--- src/rtl/mp_add_pkg.sv ---
// Shared types for the multi-precision add/subtract sequencer and its word adder.
package mp_add_pkg;

  localparam int DEF_DW    = 16;
  localparam int DEF_WORDS = 4;

  typedef enum logic [1:0] {
    ST_IDLE = 2'd0,
    ST_RUN  = 2'd1,
    ST_DONE = 2'd2
  } state_e;

  typedef struct packed {
    logic sign;
    logic zero;
    logic parity;
    logic carry;
    logic overflow;
  } flags_t;

  // Signed overflow: both operands share a sign that the result does not.
  function automatic logic add_overflow(input logic x_msb, input logic y_msb, input logic w_msb);
    return (x_msb & y_msb & ~w_msb) | (~x_msb & ~y_msb & w_msb);
  endfunction

endpackage

--- src/rtl/mp_add_sequencer_if.sv ---
// Request/result bundle between a requester and the multi-precision sequencer.
interface mp_add_sequencer_if
  import mp_add_pkg::*;
#(
  parameter int DW    = DEF_DW,
  parameter int WORDS = DEF_WORDS
);

  logic                  in_valid;
  logic                  in_ready;
  logic [DW*WORDS-1:0]   a;
  logic [DW*WORDS-1:0]   b;
  logic                  sub;
  logic                  out_valid;
  logic                  out_ready;
  logic [DW*WORDS-1:0]   sum;
  logic                  carry;
  logic                  overflow;
  logic                  sign;
  logic                  zero;
  logic                  parity;
  logic                  busy;

  modport master (
    output in_valid, a, b, sub, out_ready,
    input  in_ready, out_valid, sum, carry, overflow, sign, zero, parity, busy
  );

  modport slave (
    input  in_valid, a, b, sub, out_ready,
    output in_ready, out_valid, sum, carry, overflow, sign, zero, parity, busy
  );

endinterface

--- src/rtl/add16_core.sv ---
// Combinational word adder with carry-in; also reports per-word zero and odd parity.
module add16_core
  import mp_add_pkg::*;
#(
  parameter int DW = DEF_DW
) (
  input  logic [DW-1:0] a,
  input  logic [DW-1:0] b,
  input  logic          cin,
  output logic [DW-1:0] s,
  output logic          cout,
  output logic          zero_w,
  output logic          par_w
);

  logic [DW:0] full_s;

  // Unsigned DW+1-bit add; par_w is the XOR of the word bits.
  always_comb begin
    full_s = {1'b0, a} + {1'b0, b} + {{DW{1'b0}}, cin};
    s      = full_s[DW-1:0];
    cout   = full_s[DW];
    zero_w = ~|full_s[DW-1:0];
    par_w  = ^full_s[DW-1:0];
  end

endmodule

--- src/rtl/mp_add_sequencer.sv ---
// Multi-precision add/subtract sequencer: walks the operands LSW first through one
// word adder, chaining carry, then commits full-width status flags in a final cycle.
module mp_add_sequencer
  import mp_add_pkg::*;
#(
  parameter int DW    = DEF_DW,
  parameter int WORDS = DEF_WORDS
) (
  input  logic                clk,
  input  logic                rst,
  mp_add_sequencer_if.slave   bus
);

  localparam logic [1:0] IDLE = ST_IDLE;
  localparam logic [1:0] RUN  = ST_RUN;
  localparam logic [1:0] DONE = ST_DONE;

  // Index runs one past the top word: that extra step commits the flags.
  localparam int            IW     = $clog2(WORDS + 1);
  localparam logic [IW-1:0] COMMIT = IW'(WORDS);

  logic [1:0]                 state_r;
  logic [IW-1:0]              idx_r;
  logic [WORDS-1:0][DW-1:0]   opa_r;
  logic [WORDS-1:0][DW-1:0]   opb_r;
  logic [WORDS-1:0][DW-1:0]   sum_r;
  logic                       cin_r;
  logic                       zacc_r;
  logic                       pacc_r;
  logic                       out_valid_r;
  flags_t                     flags_r;

  logic [DW-1:0]              x_s;
  logic [DW-1:0]              y_s;
  logic [DW-1:0]              w_s;
  logic                       c_s;
  logic                       wz_s;
  logic                       wp_s;
  logic                       in_ready_s;
  flags_t                     flags_s;

  // Select the current operand words; out-of-range index feeds zeros.
  always_comb begin
    x_s = '0;
    y_s = '0;
    for (int i = 0; i < WORDS; i++) begin
      x_s = (idx_r == IW'(i)) ? opa_r[i] : x_s;
      y_s = (idx_r == IW'(i)) ? opb_r[i] : y_s;
    end
  end

  add16_core #(.DW(DW)) u_core (
    .a      (x_s),
    .b      (y_s),
    .cin    (cin_r),
    .s      (w_s),
    .cout   (c_s),
    .zero_w (wz_s),
    .par_w  (wp_s)
  );

  // Flags derived from the completed top word and the accumulators.
  always_comb begin
    flags_s.sign     = sum_r[WORDS-1][DW-1];
    flags_s.zero     = zacc_r;
    flags_s.parity   = ~pacc_r;
    flags_s.carry    = cin_r;
    flags_s.overflow = add_overflow(opa_r[WORDS-1][DW-1], opb_r[WORDS-1][DW-1],
                                    sum_r[WORDS-1][DW-1]);
  end

  // Sequencer state, operand capture, word-by-word result and flag commit.
  always_ff @(posedge clk or posedge rst) begin
    if (rst) begin
      state_r     <= IDLE;
      idx_r       <= '0;
      opa_r       <= '0;
      opb_r       <= '0;
      sum_r       <= '0;
      cin_r       <= 1'b0;
      zacc_r      <= 1'b0;
      pacc_r      <= 1'b0;
      out_valid_r <= 1'b0;
      flags_r     <= '0;
    end else begin
      case (state_r)
        IDLE: begin
          if (bus.in_valid && in_ready_s) begin
            opa_r   <= bus.a;
            opb_r   <= bus.sub ? ~bus.b : bus.b;
            cin_r   <= bus.sub;
            idx_r   <= '0;
            zacc_r  <= 1'b1;
            pacc_r  <= 1'b0;
            state_r <= RUN;
          end else begin
            state_r <= IDLE;
          end
        end
        RUN: begin
          if (idx_r == COMMIT) begin
            flags_r     <= flags_s;
            out_valid_r <= 1'b1;
            state_r     <= DONE;
          end else begin
            for (int i = 0; i < WORDS; i++) begin
              if (idx_r == IW'(i)) begin
                sum_r[i] <= w_s;
              end else begin
                sum_r[i] <= sum_r[i];
              end
            end
            cin_r  <= c_s;
            zacc_r <= zacc_r & wz_s;
            pacc_r <= pacc_r ^ wp_s;
            idx_r  <= idx_r + IW'(1);
          end
        end
        DONE: begin
          if (bus.out_ready) begin
            out_valid_r <= 1'b0;
            state_r     <= IDLE;
          end else begin
            state_r <= DONE;
          end
        end
        default: begin
          out_valid_r <= 1'b0;
          state_r     <= IDLE;
        end
      endcase
    end
  end

  // Held low during reset even though the state register already reads IDLE.
  assign in_ready_s    = (state_r == IDLE) & ~rst;

  assign bus.in_ready  = in_ready_s;
  assign bus.out_valid = out_valid_r;
  assign bus.sum       = sum_r;
  assign bus.carry     = flags_r.carry;
  assign bus.overflow  = flags_r.overflow;
  assign bus.sign      = flags_r.sign;
  assign bus.zero      = flags_r.zero;
  assign bus.parity    = flags_r.parity;
  assign bus.busy      = (state_r != IDLE);

endmodule
--- src/flat_wrapper.sv ---
// flat-port wrapper written by rule: the top's interface ports become plain ports
module mp_add_sequencer_flat import mp_add_pkg::*;
#(
  parameter int DW    = DEF_DW,
  parameter int WORDS = DEF_WORDS
)
  (clk, rst, bus_in_valid, bus_a, bus_b, bus_sub, bus_out_ready, bus_in_ready, bus_out_valid, bus_sum, bus_carry, bus_overflow, bus_sign, bus_zero, bus_parity, bus_busy);
  mp_add_sequencer_if #(.DW(DW), .WORDS(WORDS)) bus_i ();
  input  logic clk;
  input  logic rst;
  input wire logic [$bits(bus_i.in_valid)-1:0] bus_in_valid;
  input wire logic [$bits(bus_i.a)-1:0] bus_a;
  input wire logic [$bits(bus_i.b)-1:0] bus_b;
  input wire logic [$bits(bus_i.sub)-1:0] bus_sub;
  input wire logic [$bits(bus_i.out_ready)-1:0] bus_out_ready;
  output wire logic [$bits(bus_i.in_ready)-1:0] bus_in_ready;
  output wire logic [$bits(bus_i.out_valid)-1:0] bus_out_valid;
  output wire logic [$bits(bus_i.sum)-1:0] bus_sum;
  output wire logic [$bits(bus_i.carry)-1:0] bus_carry;
  output wire logic [$bits(bus_i.overflow)-1:0] bus_overflow;
  output wire logic [$bits(bus_i.sign)-1:0] bus_sign;
  output wire logic [$bits(bus_i.zero)-1:0] bus_zero;
  output wire logic [$bits(bus_i.parity)-1:0] bus_parity;
  output wire logic [$bits(bus_i.busy)-1:0] bus_busy;
  assign bus_i.in_valid = bus_in_valid;
  assign bus_i.a = bus_a;
  assign bus_i.b = bus_b;
  assign bus_i.sub = bus_sub;
  assign bus_i.out_ready = bus_out_ready;
  assign bus_in_ready = bus_i.in_ready;
  assign bus_out_valid = bus_i.out_valid;
  assign bus_sum = bus_i.sum;
  assign bus_carry = bus_i.carry;
  assign bus_overflow = bus_i.overflow;
  assign bus_sign = bus_i.sign;
  assign bus_zero = bus_i.zero;
  assign bus_parity = bus_i.parity;
  assign bus_busy = bus_i.busy;
  mp_add_sequencer #(.DW(DW), .WORDS(WORDS)) u_core (.clk(clk), .rst(rst), .bus(bus_i));
endmodule
--- config.mk ---
export PLATFORM = sky130hd
export DESIGN_NAME = mp_add_sequencer_flat
export DESIGN_NICKNAME = d
export VERILOG_FILES = /design/src/rtl/mp_add_pkg.sv /design/src/rtl/mp_add_sequencer_if.sv /design/src/rtl/add16_core.sv /design/src/rtl/mp_add_sequencer.sv /design/src/flat_wrapper.sv
export SDC_FILE = /design/constraint.sdc
export NUM_CORES = 1
export LEC_CHECK = 0
export ABC_CLOCK_PERIOD_IN_PS = 8900
export CORE_ASPECT_RATIO = 0.7
export CORE_MARGIN = 4
export CORE_UTILIZATION = 50
export DETAILED_ROUTE_END_ITERATION = 8
export PLACE_DENSITY = 0.77
export RECOVER_POWER = 100
export SLEW_MARGIN = 20
export SYNTH_ARGS = -nofsm -noshare
export SYNTH_HDL_FRONTEND = slang
export SYNTH_SLANG_ARGS = --single-unit
--- constraint.sdc ---
create_clock -name clk -period 8.9 [get_ports clk]
set_clock_uncertainty 0.05 [all_clocks]
set_input_delay 2.225 -clock clk [delete_from_list [all_inputs] [get_ports clk]]
set_output_delay 2.225 -clock clk [all_outputs]
set_load 0.02 [all_outputs]
---- After elaboration in Yosys (flattened, before gate mapping) ----
Cells that the tools add are included.
storage, ports and cells
  output and inout port bits .............. 72
  register bits ........................... 206
  word-level logic and storage cells ...... 96
  ROM bits ................................ 0
  memories kept ........................... 0
  bits in latches ......................... 0
  input bits .............................. 133
  RAM bits ................................ 0
operators by class
  multipliers ............................. 0
  divide/modulo/power cells ............... 0
  shift-type cells ........................ 0
  bitwise logic cells ..................... 16
  add/subtract/negate cells ............... 3
  reductions and logical operators ........ 16
  order comparisons ....................... 0
  equality and inequality tests ........... 10
  mux-type cells .......................... 28
operators with widths
  operator                                              number
  two-way mux 16 bit                                    8
  two-way mux 64 bit                                    1
  inverter 64 bit                                       1
  AND reduction 3 bit                                   6
  adder 16 x 16 -> 17 bit                               1
  adder 17 x 1 -> 17 bit                                1
  OR reduction 16 bit                                   1
  parity 16 bit                                         1
  two-way mux 1 bit                                     9
  inverter 1 bit                                        7
  bitwise AND 1 bit                                     6
  equality test 3 x 2 -> 1 bit (second input constant)  2
  two-way mux 3 bit                                     2
  one-hot mux 1 bit (2 select lines)                    3
  one-hot mux 2 bit (3 select lines)                    1
  one-hot mux 3 bit (2 select lines)                    1
  two-way mux 2 bit                                     2
  != test 2 x 1 -> 1 bit (second input constant)        2
  != test 2 bit (second input constant)                 2
  AND reduction 2 bit                                   2
  nonzero test 2 bit                                    2
  adder 3 x 1 -> 3 bit (second input constant)          1
  equality test 3 x 1 -> 1 bit (second input constant)  1
  equality test 3 bit (second input constant)           1
  9 further kinds                                       9

---- Longest topological paths before layout ----
Gate-level depths: netlist (run 1).
  word-level depth ........................ 12
  depth in mapped cells ................... 22
  depth with buffers taken out ............ 20

---- Hierarchy ----
From an unflattened synthesis (run 1), not the netlist that was laid out.
second synthesis, totals
  cells, all modules ...................... 944
  area, all modules ....................... 10462.5 µm²
by module, submodules not included
  module            instances  area each (µm²)  sequential area each (µm²)  cells each
  mp_add_sequencer  1          9356.5           5154.9                      801
  add16_core        1          1106.1           0.0                         143

---- Worst setup path after synthesis (run 1) ----
Ideal clock, no wire load.
  path type ............................... input to register
  start point ............................. input rst
  end point ............................... register u_core.idx_r[2]
  data arrival time ....................... 7.514 ns
  buffers on the path ..................... 0
  setup time .............................. 0.083 ns
  path slack .............................. 1.253 ns
  stages on the path ...................... 5
  required time ........................... 8.767 ns
  cells stage by stage .................... inv_1 -> a21oi_1 -> a311o_1 -> or3_1 -> o21ai_0
between the ends
  word-level cells in the longest chain between the ends .. 5
RTL lines
  what                                     RTL line                 text
  start, declared                          flat_wrapper.sv:10       input logic rst;
  inverter 1 bit                           mp_add_sequencer.sv:136  assign in_ready_s = (state_r == IDLE) & ~rst;
  bitwise AND 1 bit                        mp_add_sequencer.sv:136
  logical AND 1 bit                        mp_add_sequencer.sv:88   if (bus.in_valid && in_ready_s) begin
  != test 2 x 1 -> 1 bit (no source line)  --
  AND reduction 3 bit (no source line)     --
  end signal, assigned                     mp_add_sequencer.sv:116  idx_r <= idx_r + IW'(1);
  end, declared                            mp_add_sequencer.sv:23   logic [IW-1:0] idx_r;
No other way between the ends.
A chain may end at the register's enable or synchronous reset.

---- Worst setup path in the final report (run 1) ----
  start point ............................. register u_core.idx_r[0]
  end point ............................... register u_core.pacc_r
between the ends
  word-level cells in the longest chain between the ends .. 11
  elaborated cells on any way between the ends .. 21
  classes of those cells .................. add/sub (2); eq/ne (5); mux (10); bitwise (1); reduce/logical (3)
RTL lines
  what                                                 RTL line                                        text
  zero test 3 bit                                      mp_add_sequencer.sv:47, mp_add_sequencer.sv:48
  two-way mux 16 bit (on tied branches) (4 in series)  mp_add_sequencer.sv:47, mp_add_sequencer.sv:48
  adder 16 x 16 -> 17 bit                              add16_core.sv:20                                full_s = {1'b0, a} + {1'b0, b} + {{DW{1'b0}}, cin};
  adder 17 x 1 -> 17 bit                               add16_core.sv:20
  parity 16 bit                                        add16_core.sv:24                                par_w = ^full_s[DW-1:0];
  bitwise XOR 1 bit                                    mp_add_sequencer.sv:115                         pacc_r <= pacc_r ^ wp_s;
  two-way mux 1 bit                                    mp_add_sequencer.sv:101                         if (idx_r == COMMIT) begin
  one-hot mux 1 bit (2 select lines)                   mp_add_sequencer.sv:86                          case (state_r)
  end signal, assigned                                 mp_add_sequencer.sv:115
  end, declared                                        mp_add_sequencer.sv:29                          logic pacc_r;
Parallel ways exist; a longest one is shown, timed or not. The select of a mux whose other input is x is not followed.

==> flow_metrics.env, run 1 <==
export IMPL_portBuffers=204
export IMPL_yosys_register_bits=206
export IMPL_cts_hold_fix_buffers=0
export IMPL_hpwlAfterDp_mm=19.2
export IMPL_grt_pass1_vias=7836
export IMPL_setup_tns_ps=0
export IMPL_required_ps=9230
export IMPL_clock_sinks=206
export IMPL_clk_latency_ps=510
export IMPL_cp_start_kind="flip-flop"
export IMPL_diodes=0
export IMPL_holdWs_ps=422
export IMPL_fmax_mhz=146
export IMPL_hold_viol=0
export IMPL_final_max_slew_viol_count=105
export IMPL_via_count=7993
export IMPL_die_y_um=128
export IMPL_grt_use_total=0.230
export IMPL_cts_buffers=22
export IMPL_ys_warn_count=0
export IMPL_cap_violations=2
export IMPL_grt_ovfl_total=0
export IMPL_syn_area_mm2=0.0103
export IMPL_synth_cell_types=55
export IMPL_violations="max-capacitance violations, max-slew violations"
export IMPL_seq_area_frac_synth=0.501
export IMPL_coreArea_mm2=0.0200
export IMPL_ant_nets=0
export IMPL_cts_tree="built"
export IMPL_synth_area_top_cells="dfrtp_1, xnor2_1, mux2_2"
export IMPL_path_class="flip-flop to flip-flop"
export IMPL_drive_above_1_share=0.104
export IMPL_dieArea_mm2=0.0230
export IMPL_fillers=1644
export IMPL_root_buffer="clkbuf_16"
export IMPL_rows=43
export IMPL_firstDrtPassIters=5
export IMPL_setup_viol=0
export IMPL_ios=205
export IMPL_synthCells=1006
export IMPL_die_x_um=180
export IMPL_wl_per_cell_um=18.6
export IMPL_finalCritPeriodShare=0.768
export IMPL_rrSetupSlack_ps=2060
export IMPL_path_clk_slew_ps=60
export IMPL_viasPerCell=5.49
export IMPL_ctsHtreeMaxLevel=1
export IMPL_gp_congestion=0.875
export IMPL_grt_pass1_wl_mm=42.9
export IMPL_rsz0062_at_grt="no"
export IMPL_post_cts_buffers=0
export IMPL_cp_end_kind="flip-flop"
export IMPL_worstMarginPinSlew_ps=3720
export IMPL_start_util=0.514
export IMPL_final_nets=1334
export IMPL_crit_arrival_ps=7170
export IMPL_antenna_found_initial=3
export IMPL_cts_resized_gates=0
export IMPL_avgSynthCellArea_um2=10.2
export IMPL_syn_nets=1169
export IMPL_fin_crit_ps=6840
export IMPL_synth_top_cell_area_share=0.501
export IMPL_status="finished with violations"
export IMPL_slew_headroom=-1.48
export IMPL_drt_iter0_markers=664
export IMPL_worstPathMaxFanout=32
export IMPL_grt_max_degree=136
export IMPL_hold_class="flip-flop to flip-flop"
export IMPL_area_growth_pct=28.2
export IMPL_totalWireLength_mm=27.1
export IMPL_drc_errors=0
export IMPL_cts_buffer_depth=3
export IMPL_yosysTopAreaCell="dfrtp_1"
-- cells in the mapped netlist, drive strengths merged --
library cell / count
dfrtp: 206
o21ai: 131
nand2: 117
nor2: 89
a21oi: 87
xnor2: 79
mux2: 66
clkbuf: 36
buf: 34
a221o: 31
ha: 28
inv: 11
nand3: 10
nor3: 9
a221oi: 8
nor2b: 6
xor2: 6
a21o: 5
and3: 5
nand4: 5
o211ai: 5
or3: 5
a31oi: 3
mux2i: 3
nand2b: 3
or2: 3
or4: 3
fa: 2
nor3b: 2
a2111oi: 1
a211oi: 1
a311o: 1
nand3b: 1
o2111ai: 1
o21a: 1
o21bai: 1
o31ai: 1
-- metal layers --
metal	vias to the layer above	GRT usage	routed length [µm]
met5	-	0	41
met1	3891	0.348	12900
li1	3830	-	-
met2	232	0.347	12000
met3	34	0.0513	1700
met4	6	0.0367	409
-- sequential cells by signal (all words and copies together), names as in the netlist --
register              cells
u_core.bus.carry          1
u_core.bus.out_valid      1
u_core.bus.overflow       1
u_core.bus.parity         1
u_core.bus.sign           1
u_core.bus.sum           64
u_core.bus.zero           1
u_core.cin_r              1
u_core.idx_r              3
u_core.opa_r             64
u_core.opb_r             64
u_core.pacc_r             1
u_core.state_r            2
u_core.zacc_r             1
-- metrics by stage --
stage / util / std cells / instance area [µm²] / setup slack [ps]
6_report: 0.660 / 1457 / 13200 / 2060
5_1_grt: 0.660 / 1457 / 13200 / 1670
4_1_cts: 0.663 / 1457 / 13300 / 3050
3_5_place_dp: 0.621 / 1417 / 12400 / 3050
3_3_place_gp: 0.621 / 1417 / 12400 / 3060
2_1_floorplan: - / 1006 / 10300 / 982
-- critical path, stage by stage, from the launching register on --
cell and delay [ps]:
dfrtp_1 420, inv_1 110, ha_1 310, nor3b_1 220, clkbuf_1 1280, a221o_1 330
o21ai_0 80, o21ai_0 560, ha_1 390, a21o_1 190, a221oi_1 480, nand3b_1 240
o21ai_0 180, xnor2_1 520, ha_1 340, xnor2_1 190, xnor2_1 170, xnor2_1 150
or3_1 330, a21oi_1 150
-- cell families after synthesis --
logic type                 count (synthesis)  share of synthesized area
AOI/OAI and AO/OA                        277                      0.165
and+or+nand+nor                          258                      0.109
DFF                                      206                      0.501
xor gates and xnor gates                  85                     0.0778
buffers and inverters                     81                     0.0350
muxes                                     69                     0.0751
adders and majority gates                 30                     0.0379
-- placed cells by master (no fill, tap or decap), types with 27 or more instances in the layout --
cell	Yosys	routed
a21oi_1	82	84
a221o_1	31	31
clkdlybuf4s50_1	0	129
dfrtp_1	206	206
dlygate4sd3_1	0	74
ha_1	28	27
mux2_2	56	56
nand2_1	117	113
nor2_1	89	89
o21ai_0	108	117
xnor2_1	75	78
-- cell type report --
| class | instances | area, µm² | area share |
|---|---|---|---|
| Clock buffer | 28 | 634 | 0.0481 |
| Clock inverter | 12 | 196 | 0.0149 |
| Inverter | 11 | 48.8 | 0.00370 |
| Multi-Input combinational cell | 719 | 4740 | 0.359 |
| Sequential cell | 206 | 5150 | 0.390 |
| Tap cell | 270 | 338 | 0.0256 |
| Timing Repair Buffer | 211 | 2090 | 0.158 |
-- path summary, 6_finish.rpt --
| kind | start | endpoint | cells past startpoint |
|---|---|---|---|
| setup / recovery | u_core.idx_r[0]$_DFFE_PP0P_ | u_core.pacc_r$_DFFE_PP0P_ | 19 |
| hold / removal | u_core.bus.sum[48]$_DFFE_PP0P_ | u_core.bus.sum[48]$_DFFE_PP0P_ | 2 |
| setup reg to reg | u_core.idx_r[0]$_DFFE_PP0P_ | u_core.pacc_r$_DFFE_PP0P_ | 19 |
| hold reg to reg | u_core.bus.sum[48]$_DFFE_PP0P_ | u_core.bus.sum[48]$_DFFE_PP0P_ | 2 |
| max in group asynchronous | rst | u_core.bus.sum[51]$_DFFE_PP0P_ | 3 |
| min in group asynchronous | rst | u_core.opa_r[43]$_DFFE_PP0P_ | 2 |
Power of run 1 is not shown: default switching activity piles up to over one toggle a cycle in this logic, so the estimate is an artifact.
==> run 2, diff against run 1 <==
--- a/config.mk
+++ b/config.mk
@@ -5,12 +5,12 @@
 export SDC_FILE = /design/constraint.sdc
 export NUM_CORES = 1
 export LEC_CHECK = 0
-export ABC_CLOCK_PERIOD_IN_PS = 8900
+export ABC_CLOCK_PERIOD_IN_PS = 6100
 export CORE_ASPECT_RATIO = 0.7
 export CORE_MARGIN = 4
-export CORE_UTILIZATION = 50
+export CORE_UTILIZATION = 47
 export DETAILED_ROUTE_END_ITERATION = 8
-export PLACE_DENSITY = 0.77
+export PLACE_DENSITY = 0.76
 export RECOVER_POWER = 100
 export SLEW_MARGIN = 20
 export SYNTH_ARGS = -nofsm -noshare
==> constraint.sdc (replaced) <==
create_clock -name clk -period 6.1 [get_ports clk]
set_clock_uncertainty 0.05 [all_clocks]
set_input_delay 1.525 -clock clk [delete_from_list [all_inputs] [get_ports clk]]
set_output_delay 1.525 -clock clk [all_outputs]
set_load 0.02 [all_outputs]
==> run 2 against run 1 <==
Compared with the run above:
- the run still ends with max-capacitance violations, max-slew violations left
- cell count up 0.48%
- sequential cell count unchanged
- sequential share of layout area up 0.29 points
- routed wire length increased by 3.2%
- setup slack lost 1600 ps
- core utilization decreased by 4.0 points
- non-clock buffer count is 4 higher
- hold slack got worse by 0.78 ps
==> flow_metrics.env, run 2 (synthesized netlist as in run 1, its figures left out) <==
export IMPL_area_growth_pct=27.3
export IMPL_rrSetupSlack_ps=490
export IMPL_worstPathMaxFanout=32
export IMPL_coreArea_mm2=0.0211
export IMPL_crit_arrival_ps=5920
export IMPL_hpwlAfterDp_mm=20.2
export IMPL_final_cell_mix="dfrtp_1, clkdlybuf4s50_1, o21ai_0"
export IMPL_status="finished with violations"
export IMPL_crit_chain="inv_1, ha_1, nor3b_2, buf_4, a221oi_1, nor3_1, a21oi_1, fa_1, inv_1, fa_1, a21o_1, a221oi_2, nand3b_4, o21ai_0, xnor2_2, ha_1, xnor2_1, xnor2_1, xnor2_1, or3_1, a21oi_1"
export IMPL_cap_violations=3
export IMPL_fmax_mhz=178
export IMPL_slowest_stage="dfrtp_1"
export IMPL_fin_crit_ps=5610
export IMPL_die_x_um=185
export IMPL_setup_tns_ps=0
export IMPL_grt_use_met2=0.327
export IMPL_drc_errors=0
export IMPL_grt_pass1_vias=7878
export IMPL_path_class="flip-flop to flip-flop"
export IMPL_firstDrtPassIters=7
export IMPL_wl_per_cell_um=19.1
export IMPL_rsz0062_at_grt="no"
export IMPL_cts_tree="built"
export IMPL_antenna_found_initial=0
export IMPL_totalWireLength_mm=27.9
export IMPL_grtUsageMet3=0.0397
export IMPL_grt_use_met1=0.354
export IMPL_cp_start_kind="flip-flop"
export IMPL_slew_headroom=-1.64
export IMPL_ios=205
export IMPL_ant_nets=0
export IMPL_path_clk_slew_ps=60
export IMPL_clk_latency_ps=510
export IMPL_cp_end_kind="flip-flop"
export IMPL_viasPerCell=5.51
export IMPL_violations="max-capacitance violations, max-slew violations"
export IMPL_via_count=8069
export IMPL_die_y_um=132
export IMPL_setup_viol=0
export IMPL_hold_class="flip-flop to flip-flop"
export IMPL_final_max_slew_viol_count=397
export IMPL_cp_common_cell="xnor2_1"
export IMPL_post_cts_buffers=0
export IMPL_gp_congestion=0.893
export IMPL_grt_use_total=0.223
export IMPL_finalCritPeriodShare=0.919
export IMPL_required_ps=6410
export IMPL_rows=44
export IMPL_drive_above_1_share=0.104
export IMPL_final_nets=1337
export IMPL_cts_buffer_depth=3
export IMPL_cts_buffers=21
export IMPL_final_area_mm2=0.0131
export IMPL_worstMarginPinSlew_ps=3960
export IMPL_start_util=0.487
export IMPL_grt_max_degree=195
export IMPL_diodes=0
export IMPL_grt_ovfl_total=0
export IMPL_place_area_mm2=0.0125
export IMPL_cts_resized_gates=0
export IMPL_ctsHtreeMaxLevel=1
export IMPL_final_common_cell="dfrtp_1"
export IMPL_grt_pass1_wl_mm=43.7
export IMPL_cts_hold_fix_buffers=0
export IMPL_drt_iter0_markers=735
export IMPL_hold_viol=0
export IMPL_clock_sinks=206
export IMPL_critical_path_max_stage_delay_ps=410
export IMPL_dieArea_mm2=0.0244
export IMPL_portBuffers=204
export IMPL_top_usage_layer="met1"
export IMPL_root_buffer="clkbuf_16"
[run 2: changes by cell type in the layout (fill, tap and decap cells not counted), sizes merged]
cell and delta:
buf +2, bufinv -4, clkbuf +7, clkinv -1
clkinvlp -2, inv -1
[run 2: worst paths after layout]
| path | cells past startpoint | startpoint | to |
|---|---|---|---|
| hold / removal | 2 | u_core.bus.sum[49]$_DFFE_PP0P_ | u_core.bus.sum[49]$_DFFE_PP0P_ |
| min in group asynchronous | 2 | rst | u_core.state_r[1]$_DFFE_PP0P_ |
| setup / recovery | 21 | u_core.idx_r[0]$_DFFE_PP0P_ | u_core.pacc_r$_DFFE_PP0P_ |
| hold reg to reg | 2 | u_core.bus.sum[49]$_DFFE_PP0P_ | u_core.bus.sum[49]$_DFFE_PP0P_ |
| max in group asynchronous | 3 | rst | u_core.opb_r[4]$_DFFE_PP0P_ |
| setup reg to reg | 21 | u_core.idx_r[0]$_DFFE_PP0P_ | u_core.pacc_r$_DFFE_PP0P_ |
[run 2: layout make-up]
type                       instances  area (µm²)
clock inverter                     4        48.8
sequential                       206        5150
inverter                          11        42.5
clock buffer                      33         631
fill                            1782        8040
multi-input combinational        719        4770
timing repair buffer             215        2110
tap                              276         345
[run 2: per-layer routing]
metal	vias to the layer above	part of all wire
li1	3848	-
met1	3896	0.48
met2	294	0.43
met3	31	0.076
met4	0	0.014
met5	-	0
[run 2: worst max-delay path, delay by kind of cell (launching register included)]
| kind | cells | cell delay [ps] |
|---|---|---|
| flops | 1 | 410 |
| simple gates | 4 | 830 |
| buf+inv | 3 | 400 |
| fa+ha+maj | 4 | 1300 |
| compound gates | 6 | 1620 |
| xor+xnor | 4 | 840 |
[run 2: stage by stage]
stage	cells	util	hold WS, ps	setup WS [ps]
6_report	1464	0.620	421	493
5_1_grt	1464	0.620	449	149
4_1_cts	1464	0.623	434	682
3_5_place_dp	1427	0.591	420	700
3_3_place_gp	1427	0.591	410	480
2_1_floorplan	1006	-	396	628
Power of run 2 is left out for the same reason.
